File: src/rtl/risc_control_unit_pkg.sv
// Shared encodings for the RISC control unit: ISA opcodes, FSM states,
// datapath mux selects and instruction field positions.
package risc_control_unit_pkg;

  localparam int word_size  = 8;
  localparam int op_size    = 4;
  localparam int Sel1_size  = 3;
  localparam int Sel2_size  = 2;
  localparam int state_size = 4;
  localparam int REG_W      = 2;

  localparam int OP_MSB  = 7;
  localparam int OP_LSB  = 4;
  localparam int SRC_MSB = 3;
  localparam int SRC_LSB = 2;
  localparam int DST_MSB = 1;
  localparam int DST_LSB = 0;

  localparam logic [op_size-1:0] OP_NOP = 4'd0;
  localparam logic [op_size-1:0] OP_ADD = 4'd1;
  localparam logic [op_size-1:0] OP_SUB = 4'd2;
  localparam logic [op_size-1:0] OP_AND = 4'd3;
  localparam logic [op_size-1:0] OP_NOT = 4'd4;
  localparam logic [op_size-1:0] OP_RD  = 4'd5;
  localparam logic [op_size-1:0] OP_WR  = 4'd6;
  localparam logic [op_size-1:0] OP_BR  = 4'd7;
  localparam logic [op_size-1:0] OP_BRZ = 4'd8;

  localparam logic [Sel1_size-1:0] SEL1_PC   = 3'd4;
  localparam logic [Sel2_size-1:0] SEL2_ALU  = 2'd0;
  localparam logic [Sel2_size-1:0] SEL2_BUS1 = 2'd1;
  localparam logic [Sel2_size-1:0] SEL2_MEM  = 2'd2;

  typedef enum logic [state_size-1:0] {
    S_IDLE = 4'd0,
    S_FET1 = 4'd1,
    S_FET2 = 4'd2,
    S_DEC  = 4'd3,
    S_EX1  = 4'd4,
    S_RD1  = 4'd5,
    S_RD2  = 4'd6,
    S_WR1  = 4'd7,
    S_WR2  = 4'd8,
    S_BR1  = 4'd9,
    S_BR2  = 4'd10,
    S_HALT = 4'd11
  } state_t;

  // Register fields map onto Bus_1 selects 0..3 directly.
  function automatic logic [Sel1_size-1:0] sel1_reg(input logic [REG_W-1:0] r);
    return {1'b0, r};
  endfunction

endpackage

File: src/rtl/risc_control_unit.sv
// Multi-cycle control FSM for the 8-bit Processing_Unit datapath: sequences
// fetch, decode, execute, memory and branch, driving every datapath strobe.
module risc_control_unit
  import risc_control_unit_pkg::*;
(
  input  logic                 clk,
  input  logic                 rst,
  input  logic [word_size-1:0] instruction,
  input  logic                 Zflag,
  output logic                 Load_R0,
  output logic                 Load_R1,
  output logic                 Load_R2,
  output logic                 Load_R3,
  output logic                 Load_PC,
  output logic                 Inc_PC,
  output logic [Sel1_size-1:0] Sel_Bus_1_Mux,
  output logic [Sel2_size-1:0] Sel_Bus_2_Mux,
  output logic                 Load_IR,
  output logic                 Load_Add_R,
  output logic                 Load_Reg_Y,
  output logic                 Load_Reg_Z,
  output logic                 write
);

  state_t               state_q, state_d;
  logic [op_size-1:0]   opcode;
  logic [REG_W-1:0]     src;
  logic [REG_W-1:0]     dest;
  logic [3:0]           load_r;

  assign opcode = instruction[OP_MSB:OP_LSB];
  assign src    = instruction[SRC_MSB:SRC_LSB];
  assign dest   = instruction[DST_MSB:DST_LSB];

  assign Load_R0 = load_r[0];
  assign Load_R1 = load_r[1];
  assign Load_R2 = load_r[2];
  assign Load_R3 = load_r[3];

  always_ff @(posedge clk or negedge rst) begin
    if (!rst) state_q <= S_IDLE;
    else      state_q <= state_d;
  end

  always_comb begin
    state_d       = state_q;
    load_r        = '0;
    Load_PC       = 1'b0;
    Inc_PC        = 1'b0;
    Sel_Bus_1_Mux = '0;
    Sel_Bus_2_Mux = SEL2_ALU;
    Load_IR       = 1'b0;
    Load_Add_R    = 1'b0;
    Load_Reg_Y    = 1'b0;
    Load_Reg_Z    = 1'b0;
    write         = 1'b0;

    case (state_q)
      S_IDLE: state_d = S_FET1;

      S_FET1: begin
        Sel_Bus_1_Mux = SEL1_PC;
        Sel_Bus_2_Mux = SEL2_BUS1;
        Load_Add_R    = 1'b1;
        Inc_PC        = 1'b1;
        state_d       = S_FET2;
      end

      S_FET2: begin
        Sel_Bus_2_Mux = SEL2_MEM;
        Load_IR       = 1'b1;
        state_d       = S_DEC;
      end

      S_DEC: begin
        case (opcode)
          OP_NOP: state_d = S_FET1;
          OP_ADD, OP_SUB, OP_AND: begin
            Sel_Bus_1_Mux = sel1_reg(src);
            Sel_Bus_2_Mux = SEL2_BUS1;
            Load_Reg_Y    = 1'b1;
            state_d       = S_EX1;
          end
          OP_NOT: begin
            Sel_Bus_1_Mux = sel1_reg(src);
            Sel_Bus_2_Mux = SEL2_ALU;
            Load_Reg_Z    = 1'b1;
            load_r[dest]  = 1'b1;
            state_d       = S_FET1;
          end
          // Two-byte instructions: point the address register at the operand byte.
          OP_RD, OP_WR, OP_BR: begin
            Sel_Bus_1_Mux = SEL1_PC;
            Sel_Bus_2_Mux = SEL2_BUS1;
            Load_Add_R    = 1'b1;
            state_d       = (opcode == OP_RD) ? S_RD1 :
                            (opcode == OP_WR) ? S_WR1 : S_BR1;
          end
          OP_BRZ: begin
            if (Zflag) begin
              Sel_Bus_1_Mux = SEL1_PC;
              Sel_Bus_2_Mux = SEL2_BUS1;
              Load_Add_R    = 1'b1;
              state_d       = S_BR1;
            end else begin
              Inc_PC  = 1'b1;
              state_d = S_FET1;
            end
          end
          default: state_d = S_HALT;
        endcase
      end

      S_EX1: begin
        Sel_Bus_1_Mux = sel1_reg(dest);
        Sel_Bus_2_Mux = SEL2_ALU;
        Load_Reg_Z    = 1'b1;
        load_r[dest]  = 1'b1;
        state_d       = S_FET1;
      end

      S_RD1: begin
        Sel_Bus_2_Mux = SEL2_MEM;
        Load_Add_R    = 1'b1;
        Inc_PC        = 1'b1;
        state_d       = S_RD2;
      end

      S_RD2: begin
        Sel_Bus_2_Mux = SEL2_MEM;
        load_r[dest]  = 1'b1;
        state_d       = S_FET1;
      end

      S_WR1: begin
        Sel_Bus_2_Mux = SEL2_MEM;
        Load_Add_R    = 1'b1;
        Inc_PC        = 1'b1;
        state_d       = S_WR2;
      end

      S_WR2: begin
        Sel_Bus_1_Mux = sel1_reg(src);
        write         = 1'b1;
        state_d       = S_FET1;
      end

      S_BR1: begin
        Sel_Bus_2_Mux = SEL2_MEM;
        Load_Add_R    = 1'b1;
        state_d       = S_BR2;
      end

      S_BR2: begin
        Sel_Bus_2_Mux = SEL2_MEM;
        Load_PC       = 1'b1;
        state_d       = S_FET1;
      end

      S_HALT: state_d = S_HALT;

      default: state_d = S_IDLE;
    endcase
  end

endmodule

File: config.mk
export PLATFORM = sky130hd
export DESIGN_NAME = risc_control_unit
export DESIGN_NICKNAME = d
export VERILOG_FILES = /design/src/rtl/risc_control_unit_pkg.sv /design/src/rtl/risc_control_unit.sv
export SDC_FILE = /design/constraint.sdc
export NUM_CORES = 1
export LEC_CHECK = 0
export CAP_MARGIN = 10
export CORE_MARGIN = 5
export CORE_UTILIZATION = 30
export CTS_CLUSTER_DIAMETER = 60
export DETAILED_ROUTE_END_ITERATION = 7
export REMOVE_ABC_BUFFERS = 1
export SETUP_SLACK_MARGIN = 0.5
export SLEW_MARGIN = 20
export SYNTH_ARGS = -nofsm -noshare
export SYNTH_HDL_FRONTEND = slang
export SYNTH_SLANG_ARGS = --single-unit
File: constraint.sdc
create_clock -name clk -period 2.76 [get_ports clk]
set_input_delay 0.414 -clock clk [delete_from_list [all_inputs] [get_ports clk]]
set_output_delay 0.414 -clock clk [all_outputs]
set_load 0.1 [all_outputs]
==> results.json <==
{
  "hold_class": "in2async",
  "hold_violations": 0,
  "gp_congestion": 0.8375,
  "layout_setup_ws_ps": 580.1,
  "fmax_mhz": 458.7,
  "drc": 0,
  "ys.flop_type": "dfrtp_1",
  "die_area_mm2": 0.002869,
  "layout_common_cells": "12 x buf_12, 12 x buf_4, 7 x nor2_1",
  "antenna_found_initial": 0,
  "rsz0062_at_grt": "no",
  "tightest_slew_ps": 372.6,
  "worstPathMaxFanout": 10,
  "cpPeakStageDelay_ps": 450,
  "grt_use_total_pct": 14.65,
  "cts_root_buf": "clkbuf_4",
  "critPathRequiredTime_ps": 2350,
  "max_slew_margin_pct": 75.16,
  "status": "finished, final reports clean",
  "async_reset_ff_share_pct": 100.0,
  "start_util_pct": 32.27,
  "cts_buffer_depth": 2,
  "cp_cell_sequence": "and3b_2 -> a32oi_2 -> nor3b_2 -> buf_12",
  "synth_area_um2": 569.3,
  "yosysWarningCount": 0,
  "postRouteAntennaNets": 0,
  "crit_family": "simple AND/OR/NAND/NOR gates",
  "layout_min_cycle_time_ps": 2180,
  "grt_overflow": 0,
  "slowest_stage": "dfrtp_2",
  "syn_avg_cell_area_um2": 7.907,
  "cts_buffers": 3,
  "reg_top3": "state_q: 4 flops",
  "ys_ff_latch": 4,
  "fin_skew_ps": 0.4468,
  "ys_types": 37,
  "critPathLaunchType": "flop",
  "cp_num_buf_inv": 1,
  "synth_edf_count": 0,
  "clkTransAtPathRegs_ps": 40,
  "grt_pass1_wl_mm": 3.056,
  "ios": 27,
  "hpwl_mm": 1.448,
  "yosysSeqAreaShare_pct": 17.58,
  "cts.sinks": 4,
  "fill_cells": 167,
  "dp_slack_ps": 234.2,
  "layout.nets": 116,
  "grt_start_max_net_pins": 13,
  "coreArea_mm2": 0.001764,
  "slew_violations": 0,
  "worstPathArrival_ps": 1770,
  "synth_cells": 72,
  "wire_per_inst_um": 14.91,
  "port_buffers": 26,
  "largest_reg_flops": 4,
  "vias": 690,
  "drt-initial-drc-count": 8,
  "largest-register": "state_q",
  "areaGrowthSynthToFinish_pct": 84.62,
  "path_class": "reg2out",
  "clkLatencyLatePin_ps": 240,
  "drive_above_1_share_pct": 39.81,
  "max-cap-violations": 0,
  "cts_tree": "built",
  "cp-end-kind": "output port",
  "wirelength_mm": 1.908,
  "firstDrtPassIters": 4,
  "die_x_um": 53.56,
  "period_share_pct": 78.98,
  "htree_levels": 1,
  "viasPerCell": 5.391,
  "grt_pass1_vias": 660,
  "rows": 15,
  "finalSetupViolations": 0,
  "die_y_um": 53.56,
  "diodes": 0
}
## stage by stage
step	hold slack, ps	setup TNS, ps	util (%)	area (µm²)	instances
after global routing	385.9	0	59.57	1051	128
final	372.8	0	59.57	1051	128
after detailed placement	628.0	0	53.69	947.2	120
after CTS	376.4	0	58.79	1037	127
after floorplan	118.4	-5780	-	515.5	65
after global placement	623.9	0	53.69	947.2	120
## cell families after synthesis
family / count (synthesis) / synth area share, %
flops: 4 / 17.58
simple gates: 36 / 41.32
buf+inv: 9 / 10.77
compound gates: 23 / 30.33
## cell usage after synthesis (2+ instances only)
| cell type | number | area share [%] |
|---|---|---|
| inv_1 | 2 | 1.3 |
| and2_1 | 2 | 2.2 |
| buf_2 | 3 | 2.6 |
| nand3b_1 | 2 | 2.6 |
| nand2_1 | 3 | 2.0 |
| nor3b_1 | 3 | 4.0 |
| nor3_1 | 2 | 1.8 |
| dfrtp_1 | 4 | 18 |
| nor2b_1 | 4 | 4.4 |
| buf_6 | 3 | 5.9 |
| nor2_1 | 7 | 4.6 |
| a22o_1 | 3 | 4.6 |
| o21ai_0 | 4 | 3.5 |
| o21a_1 | 2 | 2.6 |
| a211oi_1 | 4 | 5.3 |
| and2b_1 | 2 | 2.6 |
| and3_1 | 2 | 2.2 |
## metal layers
layer | vias to the layer above | track usage [%] | wire length [µm]
met5 | - | 0 | 0
met4 | 0 | 2.553 | 0
met3 | 0 | 4.432 | 88
met2 | 18 | 23.88 | 994
met1 | 336 | 19.17 | 825
li1 | 336 | - | -
## final timing paths
path	from	to	slack, ps	cells after the start
max in group asynchronous	rst	state_q[2]	2210	1
max	state_q[2]	Load_R1	580	4
min	rst	state_q[3]	370	1
min in group clk	state_q[0]	state_q[0]	590	1
max reg2reg	state_q[3]	state_q[2]	1460	4
min reg2reg	state_q[0]	state_q[0]	590	1
## layout make-up
class / count / area [µm²] / share of cell area [%]
clock buffer: 3 / 22.52 / 2.143
inverter: 2 / 7.507 / 0.7143
multi-input combinational: 59 / 450.4 / 42.86
sequential: 4 / 102.6 / 9.762
tap: 25 / 31.28 / 2.976
timing repair buffer: 35 / 436.7 / 41.55
## repair_timing
item / 4_1_cts / 5_1_grt
cloned: 0 / 0
buffers inserted: 4 / 1
hold buffers: 0 / 0
setup endpoints to repair: 11 / 7
pin swaps: 4 / 1
gates resized for setup: 12 / 4
Power is not shown: default switching activity piles up to over one toggle a cycle in this logic, so the estimate is an artifact.
